## src/rtl/mem_arb_pkg.sv

```systemverilog
// Shared constants for the instruction/data memory arbiter: FSM state
// encoding, request-owner encoding and the default access timeout.
package mem_arb_pkg;

   localparam logic [1:0] ST_IDLE   = 2'd0;
   localparam logic [1:0] ST_ACCESS = 2'd1;
   localparam logic [1:0] ST_RESP   = 2'd2;

   localparam logic OWN_IF = 1'b0;
   localparam logic OWN_D  = 1'b1;

   localparam int TIMEOUT_DEF = 15;
   localparam int TMR_W       = 8;

endpackage

```

## src/rtl/mem_arbiter_wait_timer.sv

```systemverilog
// Access watchdog: counts cycles while enabled and flags the cycle in which
// the TIMEOUT-th enabled cycle is being spent.
module wait_timer
   import mem_arb_pkg::*;
#(
   parameter int TIMEOUT = TIMEOUT_DEF
) (
   input  logic clk,
   input  logic rst_n,
   input  logic clr,
   input  logic en,
   output logic expired
);

   localparam logic [TMR_W-1:0] LAST = TMR_W'(TIMEOUT - 1);

   logic [TMR_W-1:0] cnt;

   // Cycle counter, cleared whenever the owner is not inside an access.
   always_ff @(posedge clk or negedge rst_n) begin
      if (!rst_n) begin
         cnt <= '0;
      end else if (clr) begin
         cnt <= '0;
      end else if (en) begin
         cnt <= cnt + TMR_W'(1);
      end
   end

   // Leaving on this edge makes the count reach TIMEOUT exactly.
   assign expired = en && (cnt == LAST);

endmodule

```

## src/rtl/mem_arbiter.sv

```systemverilog
// Two-port (instruction fetch / data) arbiter in front of a single memory.
// One transaction at a time: IDLE grants, ACCESS drives the memory until it
// is ready or the watchdog expires, RESP pulses ack or err to the owner.
module mem_arbiter
   import mem_arb_pkg::*;
#(
   parameter int ADDR_W  = 32,
   parameter int DATA_W  = 32,
   parameter int TIMEOUT = TIMEOUT_DEF
) (
   input  logic              clk,
   input  logic              rst_n,
   input  logic              if_req,
   input  logic [ADDR_W-1:0] if_addr,
   output logic [DATA_W-1:0] if_rdata,
   output logic              if_ack,
   output logic              if_err,
   input  logic              d_req,
   input  logic              d_we,
   input  logic [ADDR_W-1:0] d_addr,
   input  logic [DATA_W-1:0] d_wdata,
   output logic [DATA_W-1:0] d_rdata,
   output logic              d_ack,
   output logic              d_err,
   output logic              mem_en,
   output logic              mem_we,
   output logic [ADDR_W-1:0] mem_addr,
   output logic [DATA_W-1:0] mem_wdata,
   input  logic [DATA_W-1:0] mem_rdata,
   input  logic              mem_ready,
   output logic              busy
);

   logic [1:0] state;
   logic       owner;
   logic       last_own;
   logic       lat_we;
   logic       err_flag;
   logic       grant_own;
   logic       in_access;
   logic       expired;

   assign in_access = (state == ST_ACCESS);

   // Round-robin pick: on a tie the port not served last wins.
   always_comb begin
      grant_own = OWN_IF;
      if (if_req && d_req) begin
         grant_own = ~last_own;
      end else if (d_req) begin
         grant_own = OWN_D;
      end
   end

   wait_timer #(
      .TIMEOUT (TIMEOUT)
   ) u_timer (
      .clk     (clk),
      .rst_n   (rst_n),
      .clr     (!in_access),
      .en      (in_access),
      .expired (expired)
   );

   // Transaction FSM plus the latched request (address/data live directly in the output registers).
   always_ff @(posedge clk or negedge rst_n) begin
      if (!rst_n) begin
         state     <= ST_IDLE;
         owner     <= OWN_IF;
         last_own  <= OWN_D;
         lat_we    <= 1'b0;
         err_flag  <= 1'b0;
         mem_addr  <= '0;
         mem_wdata <= '0;
      end else begin
         case (state)
            ST_IDLE: begin
               if (if_req || d_req) begin
                  state     <= ST_ACCESS;
                  owner     <= grant_own;
                  last_own  <= grant_own;
                  lat_we    <= (grant_own == OWN_D) && d_we;
                  err_flag  <= 1'b0;
                  mem_addr  <= (grant_own == OWN_D) ? d_addr : if_addr;
                  mem_wdata <= (grant_own == OWN_D) ? d_wdata : '0;
               end
            end
            ST_ACCESS: begin
               // A ready arriving in the last allowed cycle still counts as success.
               if (mem_ready) begin
                  state    <= ST_RESP;
                  err_flag <= 1'b0;
               end else if (expired) begin
                  state    <= ST_RESP;
                  err_flag <= 1'b1;
               end
            end
            ST_RESP: begin
               state <= ST_IDLE;
            end
            default: begin
               state <= ST_IDLE;
            end
         endcase
      end
   end

   // Read-data capture; stores and timeouts leave both registers untouched.
   always_ff @(posedge clk or negedge rst_n) begin
      if (!rst_n) begin
         if_rdata <= '0;
         d_rdata  <= '0;
      end else if (in_access && mem_ready) begin
         if (owner == OWN_IF) begin
            if_rdata <= mem_rdata;
         end else if (!lat_we) begin
            d_rdata <= mem_rdata;
         end
      end
   end

   assign mem_en = in_access;
   assign mem_we = in_access && lat_we;
   assign busy   = (state != ST_IDLE);
   assign if_ack = (state == ST_RESP) && (owner == OWN_IF) && !err_flag;
   assign if_err = (state == ST_RESP) && (owner == OWN_IF) && err_flag;
   assign d_ack  = (state == ST_RESP) && (owner == OWN_D) && !err_flag;
   assign d_err  = (state == ST_RESP) && (owner == OWN_D) && err_flag;

endmodule

```

## config.mk

```make
export PLATFORM = sky130hd
export DESIGN_NAME = mem_arbiter
export DESIGN_NICKNAME = d
export VERILOG_FILES = /design/src/rtl/mem_arb_pkg.sv /design/src/rtl/mem_arbiter_wait_timer.sv /design/src/rtl/mem_arbiter.sv
export SDC_FILE = /design/constraint.sdc
export NUM_CORES = 1
export LEC_CHECK = 0
export ABC_AREA = 0
export CAP_MARGIN = 10
export CORE_MARGIN = 3
export CORE_UTILIZATION = 40
export CTS_CLUSTER_DIAMETER = 100
export DETAILED_ROUTE_END_ITERATION = 10
export GPL_TIMING_DRIVEN = 0
export PLACE_DENSITY_LB_ADDON = 0.1
export REMOVE_ABC_BUFFERS = 1
export SYNTH_ARGS = -nofsm -noshare
export SYNTH_HDL_FRONTEND = slang
export SYNTH_HIERARCHICAL = 1
export SYNTH_SLANG_ARGS = --single-unit
```

## constraint.sdc

```tcl
create_clock -name clk -period 2 [get_ports clk]
set_clock_uncertainty 0.05 [all_clocks]
set_input_delay 0.4 -clock clk [delete_from_list [all_inputs] [get_ports clk]]
set_output_delay 0.4 -clock clk [all_outputs]
set_load 0.05 [all_outputs]
```

After elaboration in Yosys (flattened, before gate mapping)
Index checks and enable logic that the tools add are counted.
{ "word_totals": {"output_inout_bits": 135, "ff_bits": 142} }
{ "classes": {"addsub": 1, "eq_ne": 5, "n_reduce_logical": 21, "bitwise": 3, "muxes": 13} }
{ "ops": {"columns": ["op", "n"], "rows": [
  ["two-way mux 32 bit", 2],
  ["logical AND 1 bit", 11],
  ["adder 8 x 1 -> 8 bit, second input constant", 1],
  ["== test 8 x 4 -> 1 bit, second input constant", 1],
  ["two-way mux 8 bit", 1],
  ["two-way mux 2 bit", 3],
  ["AND reduction 2 bit", 3],
  ["AND reduction 3 bit", 2],
  ["two-way mux 1 bit", 5],
  ["case mux 2 bit (2 select lines)", 1],
  ["nonzero test 2 bit", 2],
  ["!= test 3 x 2 -> 1 bit, second input constant", 1],
  ["NOT 1 bit", 3],
  ["== test 2 x 1 -> 1 bit, second input constant", 1],
  ["== test 2 bit, second input constant", 1],
  ["logical NOT 2 bit", 1],
  ["!= test 2 bit, second input constant", 1],
  ["case mux 1 bit (2 select lines)", 1],
  ["logical NOT 1 bit", 1],
  ["logical OR 1 bit", 1]
]} }

Depth between registers and ports, before layout
Gate-level depths: netlist (run 1).
{ "logic_depth": {"word_depth": 5, "ltp_mapped": 7} }

Cells and area by module
Netlist (run 1), hierarchy kept.
{ "by_module_without_submodules": {"columns": ["module", "n_inst", "area_per_inst_um2", "cells_each"], "rows": [
  ["mem_arbiter", 1, 5340.1, 419],
  ["wait_timer", 1, 410.4, 41]
]} }

Worst setup path after synthesis (run 1)
Ideal clock, no wire load.
{ "synth_path": {"path_type": "flip-flop to output port", "from": "reg state[1]", "to": "out d_ack", "arrival_time_ns": 2.200, "stages_incl_launch_ff": 3, "t_required_ns": 1.550, "n_path_buf": 0, "path_slack_ns": -0.650, "path_cell_list": "dfrtp_1 -> inv_1 -> nor4b_1"} }
{ "synth_via": {"elab_chain_cells": 3} }
{ "synth_lines": {"columns": ["item", "line", "source"], "rows": [
  ["from (decl)", "mem_arbiter.sv:34", "logic [1:0] state;"],
  ["from (signal assigned)", "mem_arbiter.sv:68", "state <= ST_IDLE;"],
  ["from (signal assigned)", "mem_arbiter.sv:79", "state <= ST_ACCESS;"],
  ["from (signal assigned)", "mem_arbiter.sv:91", "state <= ST_RESP;"],
  ["== test 2 bit", "mem_arbiter.sv:127", "assign d_ack = (state == ST_RESP) && (owner == OWN_D) && !err_flag;"],
  ["logical AND 1 bit (2 in series)", "mem_arbiter.sv:127", null],
  ["to (decl)", "mem_arbiter.sv:23", "output logic d_ack,"]
]} }
Every way passes these cells.

Final worst setup path (run 1)
{ "layout_path": {"from": "reg state[0]", "to": "out d_ack"} }
Same word-level chain as after synthesis.

==> load_flow_metrics.sql, run 1 <==
INSERT INTO impl_metrics (metric_group, metric, value, unit) VALUES
('status', 'status', 'finished, final reports clean', ''),
('layout', 'final.fill_count', '1134', ''),
('worst_setup_path', 'r2r_setup_slk', '90', 'ps'),
('place', 'dpl_cell_area', '0.00856', 'mm^2'),
('synth', 'synth_edf_count', '0', ''),
('detailed_routing', 'drt-wirelength-per-cell', '19.4', 'um'),
('layout', 'design_area', '0.00931', 'mm^2'),
('layout', 'post-route-util', '0.665', ''),
('floorplanning', 'design.die.area', '0.0159', 'mm^2'),
('synth', 'post_synth_instance_area', '0.00575', 'mm^2'),
('floorplanning', 'fp-row-count', '43', ''),
('cts', 'clockBufferDepth', '2', ''),
('layout', 'area.growth.synth_to_final', '61.8', '%'),
('timing', 'slew_viol_final', '0', ''),
('detailed_routing', 'vias_per_cell', '5.24', ''),
('timing', 'tightest_slew', '858', 'ps'),
('layout', 'layout-drive-gt1-share', '0.196', ''),
('detailed_routing', 'remaining_drc_errors', '0', ''),
('timing', 'final.min_clock_period', '1950', 'ps'),
('global_route', 'initial_antenna_violation_count', '0', ''),
('synth', 'synth.yosys.warnings', '6', ''),
('timing', 'setup_tns', '0', 'ps'),
('synth', 'synth_top_area_frac', '0.614', ''),
('global_route', 'global_route_wire_length_before_repair', '27300', 'um'),
('synth', 'ys.flop_type', 'sky130_fd_sc_hd__dfrtp_1', ''),
('cts', 'worstSkewPairLatency', '410', 'ps'),
('worst_setup_path', 'critical_path.startpoint_type', 'flip-flop', ''),
('worst_setup_path', 'worstPathRequired', '1550', 'ps'),
('floorplanning', 'placeableCoreArea', '0.0140', 'mm^2'),
('worst_setup_path', 'crit_type', 'flip-flop to output pin', ''),
('timing', 'grt_setup_unrepaired', 'yes', ''),
('detailed_routing', 'detailroute.wirelength.met3', '1420', 'um'),
('timing', 'setup_viol', '0', ''),
('worst_setup_path', 'cp.arrival', '1500', 'ps'),
('cts', 'cts_tree', 'yes', ''),
('timing', 'final-hold-violation-count', '0', ''),
('synth', 'syn_area_per_cell', '12.5', 'um^2'),
('global_route', 'gr-usage-all-layers', '0.220', ''),
('detailed_routing', 'wirelength', '18000', 'um'),
('floorplanning', 'fp.dieH', '126', 'um'),
('synth', 'synth.largest_area_cell', 'sky130_fd_sc_hd__dfrtp_1', ''),
('detailed_routing', 'routed_antenna_nets', '0', ''),
('place', 'post-dp-hpwl', '11900', 'um'),
('place', 'gpl.final_weighted_congestion', '0.792', ''),
('floorplanning', 'boundaryPins', '269', ''),
('cts', 'clk_root_buffer_cell', 'sky130_fd_sc_hd__clkbuf_16', ''),
('layout', 'finish.cell_count_without_fillers', '931', ''),
('cts', 'cts-buffers-inserted', '17', ''),
('power_and_ir_drop', 'leakage', '4.26', 'nW'),
('cts', 'clock-sinks', '142', ''),
('place', 'placedCellCount', '877', ''),
('worst_setup_path', 'endpoint_kind', 'output pin', ''),
('floorplanning', 'initial_core_util', '0.411', ''),
('power_and_ir_drop', 'overall_power', '18.5', 'mW'),
('timing', 'layout_setup_ws', '48.6', 'ps'),
('layout', 'layout.nets', '875', ''),
('synth', 'number_of_distinct_library_cells_after_synthesis', '40', ''),
('synth', 'synth.yosys.seq_area_share', '0.618', ''),
('timing', 'period_share', '0.976', ''),
('place', 'post_place_worst_slack', '-1270', 'ps'),
('synth', 'syn-instance-count', '460', ''),
('global_route', 'global_route.overflow_total', '0', ''),
('layout', 'n_antenna_cell', '0', ''),
('place', 'placement.io_buffers', '268', ''),
('global_route', 'maximum_number_of_pins_on_one_net_before_global_route_repair', '78', ''),
('power_and_ir_drop', 'maximum_vdd_ir_drop', '0.981', 'mV'),
('timing', 'final.hold.worst_slack', '431', 'ps'),
('detailed_routing', 'drt-met1-wl', '7140', 'um'),
('cts', 'cts-htree-levels', '4', ''),
('detailed_routing', 'met2_length', '9170', 'um'),
('global_route', 'first_global_vias', '4974', '');
-- state kept, by name, summed over array words and instances, names as in the netlist --
register	flops
d_rdata	32
if_rdata	32
mem_addr	32
mem_wdata	32
u_timer/cnt	8
state	2
err_flag	1
last_own	1
lat_we	1
owner	1
-- critical path, stage by stage, from the launching register on --
cell,delay [ps]
sky130_fd_sc_hd__dfrtp_2,450
sky130_fd_sc_hd__buf_4,160
sky130_fd_sc_hd__nor4b_2,240
sky130_fd_sc_hd__buf_4,240
-- per-layer routing --
layer  track usage  up-vias
met5             0        -
met4        0.0808        0
met1         0.267     2435
li1              -     2228
met2         0.367      199
met3        0.0734       19
-- worst paths after layout --
path | from | cells after the start | to
worst max-delay path | state[0]$_DFFE_PN0P_ | 3 | d_ack
worst min-delay path | d_rdata[7]$_DFFE_PN0P_ | 1 | d_rdata[7]$_DFFE_PN0P_
worst max register to register | state[0]$_DFFE_PN0P_ | 4 | d_rdata[19]$_DFFE_PN0P_
worst min register to register | d_rdata[7]$_DFFE_PN0P_ | 1 | d_rdata[7]$_DFFE_PN0P_
max in group asynchronous | rst_n | 3 | last_own$_DFFE_PN1P_
min in group asynchronous | rst_n | 2 | if_rdata[3]$_DFFE_PN0P_
-- Yosys cell counts, types with 3 or more instances --
cell,number
sky130_fd_sc_hd__buf_2,7
sky130_fd_sc_hd__nand2_1,66
sky130_fd_sc_hd__inv_1,3
sky130_fd_sc_hd__or3_1,3
sky130_fd_sc_hd__buf_6,6
sky130_fd_sc_hd__dfrtp_1,141
sky130_fd_sc_hd__xor2_1,3
sky130_fd_sc_hd__a22o_1,33
sky130_fd_sc_hd__mux2_2,63
sky130_fd_sc_hd__nand4_1,3
sky130_fd_sc_hd__a31oi_1,32
sky130_fd_sc_hd__a21o_1,3
sky130_fd_sc_hd__a21oi_1,36
sky130_fd_sc_hd__o21ai_0,5
sky130_fd_sc_hd__clkbuf_1,18
sky130_fd_sc_hd__nor2_1,7
-- cell type report --
type / count / area (um^2) / area share
tap: 180 / 225 / 0.0242
multi-input combinational: 284 / 2090 / 0.225
timing repair buffer: 290 / 2760 / 0.296
clock buffer: 21 / 470 / 0.0506
sequential: 142 / 3560 / 0.382
inverter: 4 / 15.0 / 0.00161
clock inverter: 10 / 185 / 0.0199
-- where the power goes --
part	switching (mW)	internal (mW)	total (mW)
registers	0.758	4.26	5.02
logic	6.97	2.98	9.95
clock network	1.19	2.31	3.49
total	8.92	9.54	18.5
-- cell families (layout without fill, tap and decap cells) --
kind of cell,count (synthesis),count (layout),synth area share
compound gates,112,113,0.129
xor+xnor,4,4,0.00609
fa+ha+maj,2,2,0.00435
buf+inv,38,325,0.0357
flops,142,142,0.618
mux,64,64,0.125
simple gates,98,101,0.0814
-- layout by cell type (no fill, tap or decap), drive strengths merged, types with 2 or more instances in the layout --
master | synthesis | final
nand2 | 66 | 66
a31oi | 32 | 32
nand3 | 2 | 2
clkbuf | 19 | 22
and3 | 1 | 2
nor4b | 2 | 2
xor2 | 3 | 3
clkinv | 0 | 4
inv | 4 | 4
or3 | 3 | 3
bufinv | 0 | 5
and4b | 2 | 3
and2 | 2 | 2
o21ai | 5 | 5
nor3 | 2 | 2
dlygate4sd2 | 0 | 128
a22o | 33 | 33
mux2 | 64 | 64
a21oi | 36 | 36
clkdlybuf4s50 | 0 | 132
a21o | 3 | 3
a21boi | 1 | 2
buf | 15 | 27
nand4 | 4 | 4
ha | 2 | 2
nor2 | 8 | 9
dfrtp | 141 | 141
-- timing repair --
action / in CTS / in global routing
hold buffers: 1 / 0
cloned: 2 / 2
hold endpoints to repair: 65 / 0
resized for setup: 173 / 14
endpoints found under the setup margin: 267 / 102
pin swaps: 2 / 2
buffers inserted: 11 / 7
(Power assumes the default switching activity.)
==> run 2, diff against run 1 <==
CORE_ASPECT_RATIO = 0.75   (was unset)
PLACE_DENSITY = 0.77   (was unset)
PLACE_DENSITY_LB_ADDON = unset   (was 0.1)
==> run 2 against run 1 <==
  * Clock power decreased by 6.3%
  * Non-clock buffer count is 1 lower
  * Flip-flop and latch count did not move
  * Via count shrank 0.94%
  * First-iteration DRC count shrank 15%
  * Critical path depth unchanged
  * Register-to-register slack got worse by 30 ps
  * Combinational power hardly changed
  * Critical path type unchanged
  * Largest cell class unchanged
==> load_flow_metrics.sql, run 2 (synthesized netlist as in run 1, its figures left out) <==
INSERT INTO impl_metrics (metric_group, metric, value, unit) VALUES
('layout', 'layout-drive-gt1-share', '0.192', ''),
('global_route', 'global_route.overflow_total', '0', ''),
('floorplanning', 'fp.dieH', '110', 'um'),
('timing', 'final.hold.worst_slack', '436', 'ps'),
('detailed_routing', 'detail_route.iter0.violations', '212', ''),
('place', 'post_place_worst_slack', '-1120', 'ps'),
('cts', 'cts-htree-levels', '4', ''),
('floorplanning', 'die_w', '144', 'um'),
('timing', 'setup_tns', '0', 'ps'),
('timing', 'slew_viol_final', '0', ''),
('layout', 'post-route-util', '0.669', ''),
('detailed_routing', 'remaining_drc_errors', '0', ''),
('layout', 'final.fill_count', '1046', ''),
('power_and_ir_drop', 'power.share.combinational', '0.544', ''),
('timing', 'final.min_clock_period', '1950', 'ps'),
('worst_setup_path', 'cp_cell_sequence', 'nor2_4 -> inv_1 -> dlygate4sd2_1', ''),
('floorplanning', 'boundaryPins', '269', ''),
('worst_setup_path', 'critPathSlowestCell', 'sky130_fd_sc_hd__dlygate4sd2_1', ''),
('timing', 'max_freq', '513', 'MHz'),
('worst_setup_path', 'crit_family', 'buffers and inverters', ''),
('layout', 'layout.nets', '872', ''),
('power_and_ir_drop', 'leakage', '4.23', 'nW'),
('global_route', 'initial_antenna_violation_count', '0', ''),
('worst_setup_path', 'slowest_stage_delay_on_critical_path', '530', 'ps'),
('worst_setup_path', 'critical_path.startpoint_type', 'flip-flop', ''),
('floorplanning', 'fp-row-count', '37', ''),
('layout', 'n_antenna_cell', '0', ''),
('worst_setup_path', 'crit_fanout', '7', ''),
('job', 'max-cap-violations', '0', ''),
('detailed_routing', 'drt-wirelength-per-cell', '19.3', 'um'),
('power_and_ir_drop', 'cell_internal_power', '9.32', 'mW'),
('worst_hold_path', 'worstHoldPathType', 'primary input to async pin', ''),
('timing', 'final-hold-violation-count', '0', ''),
('worst_setup_path', 'worstPathRequired', '1550', 'ps'),
('cts', 'clkTransAtPathRegs', '60', 'ps'),
('power_and_ir_drop', 'reported_net_switching_power', '9.00', 'mW'),
('floorplanning', 'initial_core_util', '0.414', ''),
('detailed_routing', 'routed_antenna_nets', '0', ''),
('worst_setup_path', 'critical_path.n_buffers_inverters', '2', ''),
('place', 'placement.io_buffers', '268', ''),
('global_route', 'gr-usage-all-layers', '0.215', ''),
('floorplanning', 'placeableCoreArea', '0.0139', 'mm^2'),
('detailed_routing', 'vias', '4835', ''),
('timing', 'tightest_slew', '643', 'ps'),
('timing', 'grt_setup_unrepaired', 'yes', ''),
('layout', 'mostFrequentLayoutCell', 'sky130_fd_sc_hd__dfrtp_1', ''),
('floorplanning', 'design.die.area', '0.0159', 'mm^2'),
('global_route', 'maximum_number_of_pins_on_one_net_before_global_route_repair', '99', ''),
('layout', 'area.growth.synth_to_final', '61.6', '%'),
('detailed_routing', 'wirelength', '17800', 'um'),
('worst_setup_path', 'cp.arrival', '1500', 'ps'),
('power_and_ir_drop', 'share_seq_of_total_power', '0.277', ''),
('power_and_ir_drop', 'power.density', '1970', 'mW/mm^2'),
('global_route', 'global_route_wire_length_before_repair', '26100', 'um'),
('timing', 'period_share', '0.976', ''),
('power_and_ir_drop', 'power.switching_fraction', '0.491', ''),
('cts', 'clk_root_buffer_cell', 'sky130_fd_sc_hd__clkbuf_16', ''),
('status', 'status', 'finished, final reports clean', ''),
('cts', 'worstSkewPairLatency', '410', 'ps'),
('worst_setup_path', 'crit_type', 'flip-flop to output pin', ''),
('global_route', 'first_global_vias', '4828', ''),
('place', 'gpl.final_weighted_congestion', '0.817', ''),
('timing', 'layout_setup_ws', '48.8', 'ps'),
('cts', 'clock-sinks', '142', ''),
('power_and_ir_drop', 'maximum_vdd_ir_drop', '1.04', 'mV'),
('cts', 'cts-buffers-inserted', '17', ''),
('cts', 'clockBufferDepth', '2', ''),
('power_and_ir_drop', 'pwr-share-clk', '0.179', ''),
('layout', 'most-common-layout-cells', 'sky130_fd_sc_hd__dfrtp_1, sky130_fd_sc_hd__clkdlybuf4s50_1, sky130_fd_sc_hd__dlygate4sd2_1', ''),
('detailed_routing', 'vias_per_cell', '5.23', ''),
('place', 'post-dp-hpwl', '12300', 'um'),
('detailed_routing', 'detail_route.first_pass.iterations', '4', ''),
('worst_setup_path', 'endpoint_kind', 'output pin', ''),
('timing', 'slew-limit-headroom', '0.571', ''),
('cts', 'cts_tree', 'yes', ''),
('timing', 'setup_viol', '0', '');
run 2: final timing paths:
kind                                            end  slack [ps]                    from  cells past startpoint
hold / removal              if_rdata[2]$_DFFE_PN0P_         440                   rst_n                      2
min in group clk             d_rdata[7]$_DFFE_PN0P_         440  d_rdata[7]$_DFFE_PN0P_                      1
max in group asynchronous   mem_addr[4]$_DFFE_PN0P_         630                   rst_n                      3
setup reg to reg           if_rdata[23]$_DFFE_PN0P_          60    state[0]$_DFFE_PN0P_                      7
hold reg to reg              d_rdata[7]$_DFFE_PN0P_         440  d_rdata[7]$_DFFE_PN0P_                      1
setup / recovery                               busy          50    state[0]$_DFFE_PN0P_                      3
run 2: layout make-up:
type	count	area (um^2)	share of cell area
inverters	4	17.5	0.00189
well taps	175	219	0.0236
flip-flops and latches	142	3560	0.383
clock inverters	12	159	0.0171
repair buffers	289	2790	0.300
multi-input cells	282	2090	0.225
clock buffers	20	457	0.0492
run 2: stage by stage:
step | std cells | cell area (um^2) | total power [mW]
after floorplan | 426 | 5560 | 11.7
after global placement | 869 | 8460 | 15.4
after detailed placement | 874 | 8560 | 15.7
after CTS | 917 | 9130 | 18.2
after global routing | 924 | 9290 | 19.1
final | 924 | 9290 | 18.3
run 2: timing repair:
action                                  4_1_cts  5_1_grt
pin swaps                                     2        2
resized for setup                           174       17
cloned                                        1        2
endpoints found under the setup margin      267       94
setup buffers                                 9        5
hold buffers                                  1        0
hold endpoints to repair                     44        0
run 2: power groups by stage:
stage	Clock (mW)	Combinational (mW)	Sequential, mW
2_1_floorplan	0	2.12	9.58
3_3_place_gp	0	10.3	5.06
3_5_place_dp	0	10.5	5.14
4_1_cts	3.33	9.80	5.07
5_1_grt	3.45	10.4	5.24
6_report	3.27	9.97	5.07
run 2: worst reg2reg max path, cell delays in order, from the launching register on:
cell	delay, ps
sky130_fd_sc_hd__dfrtp_2	450
sky130_fd_sc_hd__nor2b_4	210
sky130_fd_sc_hd__buf_6	140
sky130_fd_sc_hd__inv_4	70
sky130_fd_sc_hd__nor3b_4	230
sky130_fd_sc_hd__buf_12	150
sky130_fd_sc_hd__buf_4	160
sky130_fd_sc_hd__mux2_2	360
run 2: routing by layer:
metal | global-route usage | part of all wire | vias up
met4 | 0.0639 | 0.0098 | 0
met3 | 0.0791 | 0.088 | 14
met5 | 0 | 0 | -
met1 | 0.253 | 0.40 | 2409
li1 | - | - | 2213
met2 | 0.369 | 0.50 | 199
==> run 3, diff against run 2 <==
CORE_MARGIN = unset   (was 3)
==> run 3 against run 2 <==
  * Flip-flop and latch count unchanged
  * Sequential power about the same
  * Fmax is 1.2% higher
  * Largest power group unchanged
  * First-iteration DRC count decreased by 13%
  * Register-to-register slack is essentially flat
  * Non-clock buffer count shrank 3
  * Total power fell by 1.1%
  * Highest routed layer unchanged
  * Core utilization down 0.68 points
  * Cell count down 0.22%
  * Die area is 6.3% lower
  * Largest cell class unchanged
==> load_flow_metrics.sql, run 3 (synthesized netlist as in run 1, its figures left out) <==
INSERT INTO impl_metrics (metric_group, metric, value, unit) VALUES
('layout', 'final-seq-area', '0.00356', 'mm^2'),
('power_and_ir_drop', 'leakage', '4.21', 'nW'),
('floorplanning', 'die_w', '140', 'um'),
('detailed_routing', 'drt-wirelength-per-cell', '18.6', 'um'),
('worst_hold_path', 'worstHoldPathType', 'primary input to async pin', ''),
('global_route', 'global_route.overflow_total', '0', ''),
('timing', 'final.hold.worst_slack', '417', 'ps'),
('place', 'placedCellCount', '872', ''),
('power_and_ir_drop', 'maximum_vdd_ir_drop', '1.03', 'mV'),
('layout', 'layout.nets', '870', ''),
('power_and_ir_drop', 'power.share.combinational', '0.545', ''),
('worst_setup_path', 'worst_r2r_startpoint', 'state[0]$_DFFE_PN0P_', ''),
('detailed_routing', 'wirelength', '17200', 'um'),
('cts', 'clockBufferDepth', '2', ''),
('timing', 'slew_viol_final', '0', ''),
('power_and_ir_drop', 'power.density', '1970', 'mW/mm^2'),
('layout', 'most-common-layout-cells', 'sky130_fd_sc_hd__dfrtp_1, sky130_fd_sc_hd__clkdlybuf4s50_1, sky130_fd_sc_hd__dlygate4sd2_1', ''),
('global_route', 'initial_antenna_violation_count', '0', ''),
('place', 'dpl_cell_area', '0.00856', 'mm^2'),
('layout', 'multi_input_area', '0.00208', 'mm^2'),
('detailed_routing', 'remaining_drc_errors', '0', ''),
('global_route', 'global_route_wire_length_before_repair', '26900', 'um'),
('power_and_ir_drop', 'reported_net_switching_power', '9.04', 'mW'),
('floorplanning', 'fp-row-count', '37', ''),
('worst_setup_path', 'critical_path.startpoint_type', 'flip-flop', ''),
('timing', 'tightest_slew', '844', 'ps'),
('worst_setup_path', 'cp.arrival', '2170', 'ps'),
('layout', 'layout-drive-gt1-share', '0.191', ''),
('status', 'status', 'finished, final reports clean', ''),
('power_and_ir_drop', 'overall_power', '18.1', 'mW'),
('layout', 'post-route-util', '0.662', ''),
('global_route', 'gr-usage-all-layers', '0.239', ''),
('worst_setup_path', 'endpoint_of_the_lowest_slack_register_to_register_path', 'if_rdata[3]$_DFFE_PN0P_', ''),
('worst_setup_path', 'ff2ff_path_depth', '7', ''),
('timing', 'layout_setup_ws', '72.1', 'ps'),
('job', 'max-cap-violations', '0', ''),
('timing', 'setup_tns', '0', 'ps'),
('floorplanning', 'fp.dieH', '106', 'um'),
('timing', 'final.min_clock_period', '1930', 'ps'),
('global_route', 'first_global_vias', '5017', ''),
('timing', 'slew-limit-headroom', '0.434', ''),
('worst_setup_path', 'crit_type', 'flip-flop to flip-flop', ''),
('worst_setup_path', 'crit_fanout', '16', ''),
('cts', 'cts-htree-levels', '4', ''),
('place', 'post-dp-hpwl', '11500', 'um'),
('detailed_routing', 'routed_antenna_nets', '0', ''),
('layout', 'final.fill_count', '1076', ''),
('layout', 'design_area', '0.00920', 'mm^2'),
('layout', 'area.growth.synth_to_final', '59.9', '%'),
('place', 'gpl.final_weighted_congestion', '0.769', ''),
('floorplanning', 'design.die.area', '0.0149', 'mm^2'),
('power_and_ir_drop', 'power.switching_fraction', '0.499', ''),
('cts', 'clk_root_buffer_cell', 'sky130_fd_sc_hd__clkbuf_16', ''),
('place', 'placement.io_buffers', '268', ''),
('timing', 'setup_viol', '0', ''),
('global_route', 'maximum_number_of_pins_on_one_net_before_global_route_repair', '103', ''),
('cts', 'clock-sinks', '142', ''),
('cts', 'worstSkewPairLatency', '410', 'ps'),
('timing', 'max_freq', '519', 'MHz'),
('power_and_ir_drop', 'pwr-share-clk', '0.177', ''),
('worst_setup_path', 'worstPathRequired', '2240', 'ps'),
('cts', 'clkTransAtPathRegs', '60', 'ps'),
('layout', 'n_antenna_cell', '0', ''),
('floorplanning', 'boundaryPins', '269', ''),
('timing', 'final-hold-violation-count', '0', ''),
('place', 'post_place_worst_slack', '-1300', 'ps'),
('layout', 'mostFrequentLayoutCell', 'sky130_fd_sc_hd__dfrtp_1', ''),
('power_and_ir_drop', 'cell_internal_power', '9.09', 'mW'),
('worst_setup_path', 'endpoint_kind', 'flip-flop', ''),
('detailed_routing', 'vias', '4815', ''),
('floorplanning', 'placeableCoreArea', '0.0139', 'mm^2'),
('layout', 'finish.cell_count_without_fillers', '922', ''),
('detailed_routing', 'detail_route.first_pass.iterations', '4', ''),
('power_and_ir_drop', 'share_seq_of_total_power', '0.279', ''),
('cts', 'cts_tree', 'yes', ''),
('cts', 'cts-buffers-inserted', '17', ''),
('worst_setup_path', 'r2r_setup_slk', '70', 'ps'),
('detailed_routing', 'vias_per_cell', '5.22', ''),
('detailed_routing', 'detail_route.iter0.violations', '185', ''),
('timing', 'period_share', '0.964', ''),
('floorplanning', 'initial_core_util', '0.414', '');
run 3: cell types whose count changed in the layout (fill, tap and decap cells not counted), moves of 2 or more:
| cell | delta |
|---|---|
| sky130_fd_sc_hd__inv_8 | +2 |
| sky130_fd_sc_hd__buf_12 | -2 |
| sky130_fd_sc_hd__clkinv_4 | +2 |
| sky130_fd_sc_hd__inv_6 | +2 |
| sky130_fd_sc_hd__clkinvlp_4 | -3 |
| sky130_fd_sc_hd__nor4b_2 | +2 |
| sky130_fd_sc_hd__clkbuf_8 | -2 |
| sky130_fd_sc_hd__buf_6 | -4 |
| sky130_fd_sc_hd__buf_4 | +5 |
| sky130_fd_sc_hd__nor4b_4 | -2 |
run 3: worst max path at each step:
stage	slack, ps	to	start	cells after the start
detailed placement	-1300	mem_wdata[0]$_DFFE_PN0P_	d_req	4
global route	-2	if_rdata[7]$_DFFE_PN0P_	state[0]$_DFFE_PN0P_	7
finish	70	if_rdata[3]$_DFFE_PN0P_	state[0]$_DFFE_PN0P_	7
CTS	-70	busy	state[0]$_DFFE_PN0P_	3
floorplan	-780	lat_we$_DFFE_PN0P_	d_req	3
global placement	-5000	mem_wdata[9]$_DFFE_PN0P_	rst_n	1
run 3: final cells by class:
class | instances | area share
well taps | 175 | 0.0238
clock inverters | 15 | 0.0196
repair buffers | 286 | 0.295
flip-flops and latches | 142 | 0.387
multi-input cells | 283 | 0.226
clock buffers | 17 | 0.0463
inverters | 4 | 0.00190
run 3: timing repair:
item,4_1_cts,5_1_grt
setup buffers,12,2
endpoints found under the setup margin,267,38
cloned,3,0
endpoints found under the hold margin,40,0
hold buffers,1,0
gates resized for setup,185,3
pin swaps,3,0
run 3: power by group through the flow:
stage | combinational (mW) | sequential, mW | clock [mW]
floorplan | 2.12 | 9.58 | 0
global placement | 10.3 | 5.02 | 0
detailed placement | 10.5 | 5.11 | 0
CTS | 9.89 | 5.07 | 3.27
global route | 10.3 | 5.23 | 3.42
finish | 9.87 | 5.05 | 3.20
run 3: critical path, stage by stage (launching register included):
cell and delay [ps]:
sky130_fd_sc_hd__dfrtp_2 490, sky130_fd_sc_hd__nor2b_4 220, sky130_fd_sc_hd__buf_6 150, sky130_fd_sc_hd__inv_4 70, sky130_fd_sc_hd__nor3b_4 170, sky130_fd_sc_hd__buf_6 140, sky130_fd_sc_hd__buf_16 150, sky130_fd_sc_hd__mux2_2 350
run 3: layer usage:
metal | wire (um) | global-route usage | part of all wire
met5 | 0 | 0 | 0
met4 | 314 | 0.0815 | 0.018
met3 | 1510 | 0.0886 | 0.088
met2 | 8350 | 0.400 | 0.49
met1 | 7010 | 0.283 | 0.41
